[config.mk]
export PLATFORM = sky130hd
export DESIGN_NAME = mem_port_arbiter
export DESIGN_NICKNAME = d
export VERILOG_FILES = /design/src/rtl/mem_port_arbiter.sv
export SDC_FILE = /design/constraint.sdc
export NUM_CORES = 1
export LEC_CHECK = 0
export ABC_AREA = 1
export ABC_CLOCK_PERIOD_IN_PS = 4200
export CAP_MARGIN = 15
export CORE_ASPECT_RATIO = 2
export CORE_MARGIN = 1.5
export CORE_UTILIZATION = 46
export DETAILED_ROUTE_END_ITERATION = 8
export GPL_TIMING_DRIVEN = 0
export HOLD_SLACK_MARGIN = 0.03
export PLACE_DENSITY_LB_ADDON = 0.2
export SETUP_SLACK_MARGIN = 0.3
export SLEW_MARGIN = 20
export SYNTH_ARGS = -nofsm -noshare
export SYNTH_HDL_FRONTEND = slang
export SYNTH_SLANG_ARGS = --single-unit
[constraint.sdc]
create_clock -name clk -period 4.2 [get_ports clk]
set_input_delay 1.26 -clock clk [delete_from_list [all_inputs] [get_ports clk]]
set_output_delay 1.26 -clock clk [all_outputs]
set_load 0.02 [all_outputs]
[src/rtl/mem_port_arbiter.sv]
// Round-robin arbiter sharing one single-port memory between the instruction-fetch
// and load/store ports; each grant runs a fixed-length access followed by an ack cycle.
module mem_port_arbiter #(
    parameter int ADDR_W      = 32,
    parameter int DATA_W      = 32,
    parameter int MEM_LATENCY = 2
) (
    input  logic              clk,
    input  logic              reset_n,
    input  logic              ireq,
    input  logic [ADDR_W-1:0] iaddr,
    output logic [DATA_W-1:0] irdata,
    output logic              iack,
    input  logic              dreq,
    input  logic              dwe,
    input  logic [ADDR_W-1:0] daddr,
    input  logic [DATA_W-1:0] dwdata,
    output logic [DATA_W-1:0] drdata,
    output logic              dack,
    output logic              mem_en,
    output logic              mem_we,
    output logic [ADDR_W-1:0] mem_addr,
    output logic [DATA_W-1:0] mem_wdata,
    input  logic [DATA_W-1:0] mem_rdata,
    output logic              busy,
    output logic              owner_d
);

    localparam int LAT   = (MEM_LATENCY < 1) ? 1 : MEM_LATENCY;
    localparam int CNT_W = $clog2(LAT) + 1;

    typedef enum logic [1:0] {IDLE, ACCESS, DONE} state_t;

    state_t            state;
    state_t            state_next;
    logic              owner_q;
    logic              last_owner;
    logic              we_q;
    logic [ADDR_W-1:0] addr_q;
    logic [DATA_W-1:0] wdata_q;
    logic [CNT_W-1:0]  cnt;
    logic              winner;

    // A lone requester wins; on contention the port that did not win last time gets it.
    assign winner  = dreq & (~ireq | ~last_owner);
    assign owner_d = owner_q;

    always_ff @(posedge clk or negedge reset_n) begin
        if (!reset_n) begin
            state <= IDLE;
        end else begin
            state <= state_next;
        end
    end

    always_comb begin
        state_next = state;
        mem_en     = 1'b0;
        mem_we     = 1'b0;
        mem_addr   = '0;
        mem_wdata  = '0;
        iack       = 1'b0;
        dack       = 1'b0;
        busy       = 1'b0;
        case (state)
            IDLE: begin
                if (ireq | dreq) begin
                    state_next = ACCESS;
                end
            end
            ACCESS: begin
                busy      = 1'b1;
                mem_en    = 1'b1;
                mem_we    = we_q;
                mem_addr  = addr_q;
                mem_wdata = wdata_q;
                if (cnt == '0) begin
                    state_next = DONE;
                end
            end
            DONE: begin
                busy       = 1'b1;
                iack       = ~owner_q;
                dack       = owner_q;
                state_next = IDLE;
            end
            default: begin
                state_next = IDLE;
            end
        endcase
    end

    // The memory is driven only from these latched copies, so port inputs may change mid-access.
    always_ff @(posedge clk or negedge reset_n) begin
        if (!reset_n) begin
            owner_q    <= 1'b0;
            last_owner <= 1'b1;
            we_q       <= 1'b0;
            addr_q     <= '0;
            wdata_q    <= '0;
            cnt        <= '0;
            irdata     <= '0;
            drdata     <= '0;
        end else if (state == IDLE) begin
            if (ireq | dreq) begin
                owner_q    <= winner;
                last_owner <= winner;
                addr_q     <= winner ? daddr : iaddr;
                we_q       <= winner & dwe;
                wdata_q    <= winner ? dwdata : '0;
                cnt        <= CNT_W'(LAT - 1);
            end
        end else if (state == ACCESS) begin
            if (cnt == '0) begin
                if (!we_q) begin
                    if (owner_q) begin
                        drdata <= mem_rdata;
                    end else begin
                        irdata <= mem_rdata;
                    end
                end
            end else begin
                cnt <= cnt - CNT_W'(1);
            end
        end
    end

endmodule
==> results.py, run 1 <==
metrics = {
    "power": {
        "ir_worst_vdd_mv": 0.560,
        "power_mw": 7.73,
        "cellLeakagePower_nw": 5.32,
        "powerDensity_nw_per_um2": 784,
    },
    "worst_setup_path": {
        "crit_chain": "inv_1 > ha_1 > buf_2 > buf_2 > nand2_1 > inv_1 > clkdlybuf4s50_1",
        "timing.rr.end": "irdata[13]",
        "worstSetupEndpointType": "output port",
        "cpPeakStageDelay_ns": 0.61,
        "reg2reg_depth": 7,
        "cp_slowest_cell": "clkdlybuf4s50_1",
        "crit_fanout": 10,
        "path_delay_family": "buffers and inverters",
        "r2r_setup_slack_ns": 2.39,
        "worstSetupPathType": "reg -> out",
        "path_buf_inv": 5,
        "crit_required_ns": 2.94,
        "arrival_ns": 2.49,
        "worstReg2RegStart": "state[0]",
        "critical_path.startpoint_type": "register",
    },
    "synthesis": {
        "yosysUniqueCellTypes": 22,
        "yosysWarnings": 0,
        "synth.most_common_cell": "nand2_1",
        "synth_top_area_cell": "dfrtp_1",
        "synth_edf_count": 0,
        "ys_ff_latch": 135,
        "async_reset_ff_share_pct": 100,
        "ys_seq_area_share_pct": 53.1,
        "ys.flop_type": "dfrtp_1",
        "ys_top_cells_by_area": "dfrtp_1 (53%), nand2_1 (20%), inv_1 (8.3%)",
        "yosys-top-cells-count": "nand2_1 (343), inv_1 (140), dfrtp_1 (134), o21ai_1 (53), nand3_1 (34)",
        "netlist_instances": 814,
        "syn_nets": 954,
        "syn-cell-area_um2": 6360,
        "syn_avg_cell_area_um2": 7.82,
        "yosysTopAreaCellShare_pct": 52.7,
    },
    "clocking": {
        "clk_pin_slew_ns": 0.06,
        "cts_root_buf": "clkbuf_16",
        "clk-insertion-delay-late_ns": 0.43,
        "hold_buffers": 0,
        "cts_tree": "done",
        "cts_inserted_buffers": 17,
        "cts_buffer_depth": 2,
        "cts_sinks": 135,
        "h-tree-depth": 4,
    },
    "global_route": {
        "grt_remaining_overflow": 0,
        "track_usage_pct": 26.6,
        "antenna_found_initial": 0,
        "grt_max_degree": 74,
        "grt_pass1_vias": 6256,
        "grt_pass1_wl_mm": 30.0,
    },
    "routing": {
        "num_vias": 6088,
        "dr.max_layer_used": "met4",
        "wl_met3_mm": 1.21,
        "routed_wl_mm": 18.9,
        "drt_iter0_drc": 247,
        "viasPerCell": 4.81,
        "drtAntennaViolNets": 0,
        "wl_met2_mm": 10.6,
        "wl_met1_mm": 6.68,
        "drc_errors": 0,
        "dr.pass1.iters": 5,
        "wl_per_cell_um": 14.9,
    },
    "sta": {
        "post-route-period-util_pct": 89.2,
        "tightestPinTransition_ns": 0.535,
        "hold_viol": 0,
        "setup_viol": 0,
        "timing.slew.headroom_pct": 64.3,
        "fin_crit_ns": 3.75,
        "rsz0062_at_grt": "false",
        "maxSlewViolCount": 0,
        "setup_tns_ns": 0,
        "fmax_mhz": 267,
        "clock_skew_ns": 0.0196,
        "hold_ws_ns": 0.458,
    },
    "floorplanning": {
        "rows": 60,
        "die_y_um": 169,
        "io_pins": 267,
        "dieArea_um2": 14600,
        "coreArea_um2": 13500,
        "die_x_um": 86.2,
        "start_util_pct": 47.1,
    },
    "run": {
        "drv_cap": 0,
    },
    "placed_design": {
        "gp_congestion": 0.873,
        "io_buffers": 265,
        "dp_hpwl_mm": 14.1,
        "dp_cells": 1235,
    },
    "min_path": {
        "worstHoldStart": "last_owner",
        "min_to": "last_owner",
        "hold_path_depth": 2,
        "hold_path_class": "reg -> reg",
    },
    "outcome": {
        "status": "completed",
    },
    "cells_and_area": {
        "final_util_pct": 72.9,
        "layout-drive-gt1-share_pct": 6.65,
        "diodes": 0,
        "fin_cells": 1267,
        "nets": 1239,
        "area_growth_pct": 54.9,
    },
}
==> state kept, by name, summed over array words and instances, names as in the netlist <==
register / count
last_owner: 1
state: 2
cnt: 2
drdata: 32
wdata_q: 32
addr_q: 32
irdata: 32
we_q: 1
owner_d: 1
==> cell type report <==
cell class,instances,area [um^2]
inverter,143,537
timing repair buffer,266,2690
fill,1045,3660
tap,155,194
multi-input combinational,494,2210
buffer,42,241
clock inverter,13,156
sequential,135,3380
clock buffer,19,453
==> timing repair <==
action / in CTS / in global routing
setup endpoints to repair: 0 / 1
gates resized for setup: 0 / 1
setup buffers: 0 / 0
==> placed cells by master, fill, tap and decap left out, drive strengths merged <==
cell	n
buf	34
bufinv	2
clkbuf	29
clkdlybuf4s50	264
clkinv	3
clkinvlp	2
dfrtp	134
dfstp	1
ha	7
inv	149
nand2	344
nand3	35
nand3b	32
nand4	2
nor2	7
o21ai	67
==> layer usage <==
| layer | track usage [%] | vias up |
|---|---|---|
| li1 | - | 2998 |
| met1 | 27.2 | 2846 |
| met2 | 50.5 | 214 |
| met3 | 7.10 | 30 |
| met4 | 9.47 | 0 |
| met5 | 0 | - |
==> report_power, final <==
group / total [mW] / switching [mW] / internal, mW
Sequential: 2.31 / 0.355 / 1.96
Clock: 1.54 / 0.616 / 0.922
Combinational: 3.88 / 2.18 / 1.70
Total: 7.73 / 3.15 / 4.57
==> through the flow <==
stage	worst slack, ns	cell area, um^2
floorplan	1.68	6360
global placement	-3.53	9210
detailed placement	0.863	9240
CTS	0.412	9850
global route	0.328	9850
finish	0.454	9850
==> cells by family after synthesis <==
kind of cell / after synthesis / share of synthesized area, %
and+or+nand+nor: 420 / 28.0
buffers and inverters: 185 / 12.2
DFF: 135 / 53.1
AOI/OAI and AO/OA: 67 / 5.27
adders and majority gates: 7 / 1.38
==> worst register-to-register path: stages (launching register included) <==
cell      delay (ns)
dfrtp_1         0.39
inv_1           0.10
ha_1            0.24
nor2_1          0.18
nand3_2         0.24
clkbuf_1        0.31
nand2_1         0.14
o21ai_1         0.08
==> how the worst max path moves through the flow <==
stage               startpoint       endpoint  cells after the start
global placement       reset_n      drdata[3]                      1
floorplan             state[1]    mem_addr[0]                      6
global route          state[1]  mem_wdata[11]                      7
detailed placement    state[1]   mem_addr[22]                      7
finish                state[1]  mem_wdata[11]                      7
CTS                   state[1]   mem_addr[22]                      7
(Power assumes the default switching activity.)
==> inputs of run 2 (changes only) <==
--- a/config.mk
+++ b/config.mk
@@ -8,13 +8,13 @@
 export ABC_AREA = 1
 export ABC_CLOCK_PERIOD_IN_PS = 4200
 export CAP_MARGIN = 15
-export CORE_ASPECT_RATIO = 2
+export CORE_ASPECT_RATIO = 1.4
 export CORE_MARGIN = 1.5
 export CORE_UTILIZATION = 46
 export DETAILED_ROUTE_END_ITERATION = 8
 export GPL_TIMING_DRIVEN = 0
 export HOLD_SLACK_MARGIN = 0.03
-export PLACE_DENSITY_LB_ADDON = 0.2
+export PLACE_DENSITY = 0.95
 export SETUP_SLACK_MARGIN = 0.3
 export SLEW_MARGIN = 20
 export SYNTH_ARGS = -nofsm -noshare
==> run 2 against run 1 <==
Global-route usage rose by 0.31 points. Final cell count rose by 2.1%. Register-to-register slack got worse by 0.07 ns. Clock power is essentially flat. Setup slack better by 0.027 ns. Sequential power barely moved. Sequential share of layout area shrank 0.091 points.
==> results.py, run 2 (synthesized netlist as in run 1, its figures left out) <==
metrics = {
    "outcome": {
        "status": "completed",
    },
    "global_route": {
        "grt_pass1_vias": 6420,
        "grt_max_degree": 80,
        "grt_remaining_overflow": 0,
        "grt_pass1_wl_mm": 30.3,
        "track_usage_pct": 26.9,
        "antenna_found_initial": 0,
    },
    "floorplanning": {
        "coreArea_um2": 13500,
        "start_util_pct": 47.3,
        "rows": 50,
        "die_x_um": 102,
        "io_pins": 267,
        "die_y_um": 142,
        "dieArea_um2": 14600,
    },
    "sta": {
        "fmax_mhz": 269,
        "maxSlewViolCount": 0,
        "setup_viol": 0,
        "rsz0062_at_grt": "false",
        "hold_ws_ns": 0.477,
        "timing.slew.headroom_pct": 63.1,
        "tightestPinTransition_ns": 0.553,
        "post-route-period-util_pct": 88.6,
        "clock_skew_ns": 0.0129,
        "hold_viol": 0,
        "setup_ws_ns": 0.481,
        "fin_crit_ns": 3.72,
    },
    "placed_design": {
        "gp_congestion": 0.841,
        "dp_cells": 1262,
        "dp_hpwl_mm": 14.4,
        "pre_cts_ws_ns": 0.869,
        "io_buffers": 265,
        "postPlaceCellArea_um2": 9280,
    },
    "min_path": {
        "hold_path_class": "reg -> reg",
        "min_to": "last_owner",
        "hold_path_depth": 2,
        "worstHoldStart": "last_owner",
    },
    "routing": {
        "drtAntennaViolNets": 0,
        "drt_iter0_drc": 344,
        "drc_errors": 0,
        "wl_per_cell_um": 14.8,
        "dr.pass1.iters": 4,
        "routed_wl_mm": 19.1,
        "viasPerCell": 4.79,
        "num_vias": 6200,
    },
    "run": {
        "drv_cap": 0,
    },
    "worst_setup_path": {
        "worstSetupEndpointType": "output port",
        "reg2reg_depth": 8,
        "crit_required_ns": 2.94,
        "arrival_ns": 2.46,
        "timing.rr.end": "drdata[8]",
        "worstReg2RegStart": "state[1]",
        "worstSetupPathType": "reg -> out",
        "crit_fanout": 10,
        "critical_path.startpoint_type": "register",
        "r2r_setup_slack_ns": 2.32,
    },
    "cells_and_area": {
        "layout_commonest_cell": "nand2_1",
        "fin_cells": 1294,
        "area_growth_pct": 55.3,
        "most-common-layout-cells": "nand2_1 (343), clkdlybuf4s50_1 (264), inv_1 (140)",
        "layout-drive-gt1-share_pct": 6.65,
        "diodes": 0,
        "nets": 1239,
        "final_area_um2": 9880,
    },
    "clocking": {
        "cts_root_buf": "clkbuf_16",
        "cts_tree": "done",
        "cts_buffer_depth": 2,
        "cts_setup_buffers": 0,
        "clk_pin_slew_ns": 0.06,
        "cts_inserted_buffers": 17,
        "cts_sinks": 135,
        "h-tree-depth": 4,
        "clk-insertion-delay-late_ns": 0.41,
    },
    "power": {
        "power_mw": 7.74,
        "ir_worst_vdd_mv": 0.544,
        "cellLeakagePower_nw": 5.32,
        "powerDensity_nw_per_um2": 784,
    },
}
-- run 2: changes by cell type in the layout (fill, tap and decap cells not counted) --
cell | previous run | this run
clkinvlp_4 | 2 | 1
clkbuf_8 | 2 | 1
inv_6 | 5 | 7
inv_8 | 1 | 0
buf_2 | 22 | 21
clkinv_2 | 0 | 1
clkbuf_4 | 1 | 2
-- run 2: layout make-up --
type                    count  area [um^2]
multi-input cells         494         2210
flip-flops and latches    135         3380
well taps                 182          228
clock inverters            14          160
plain buffers              42          244
clock buffers              18          439
repair buffers            266         2690
inverters                 143          537
fillers                   951         3570
-- run 2: how the worst max path moves through the flow --
stage | start | to | slack, ns | cells after the start
detailed placement | state[1] | mem_addr[31] | 0.87 | 7
global route | state[1] | mem_addr[24] | 0.35 | 6
floorplan | state[1] | mem_addr[0] | 1.68 | 6
finish | state[1] | mem_addr[24] | 0.48 | 6
global placement | reset_n | wdata_q[20] | -3.37 | 1
CTS | state[1] | mem_addr[31] | 0.42 | 7
-- run 2: stage by stage --
step,util (%),setup TNS (ns)
CTS,73.4,0
global route,73.5,0
detailed placement,69.0,0
global placement,68.7,-452.17
floorplan,-,0
finish,73.5,0
-- run 2: where the power goes --
group	switching, mW	total (mW)	leakage [nW]	internal [mW]
registers	0.386	2.34	1.64	1.96
logic	2.19	3.88	3.39	1.70
clock network	0.609	1.52	0.293	0.907
total	3.18	7.74	5.32	4.56
-- run 2: critical path: stages (launching register included) --
cell             delay, ns
dfrtp_1               0.39
inv_1                 0.12
ha_1                  0.25
clkbuf_1              0.46
nand2_1               0.12
inv_1                 0.07
clkdlybuf4s50_1       0.64
-- run 2: metal layers --
metal | part of all wire (%) | vias up | wire length [um] | track usage, %
li1 | - | 3002 | - | -
met1 | 37 | 2916 | 7040 | 29.0
met2 | 53 | 235 | 10100 | 48.6
met3 | 6.8 | 47 | 1300 | 7.47
met4 | 3.4 | 0 | 658 | 11.4
met5 | 0 | - | 0 | 0
-- run 2: what timing repair did --
item	4_1_cts	5_1_grt
resized for setup	0	2
hold buffers	0	0
endpoints found under the setup margin	0	4
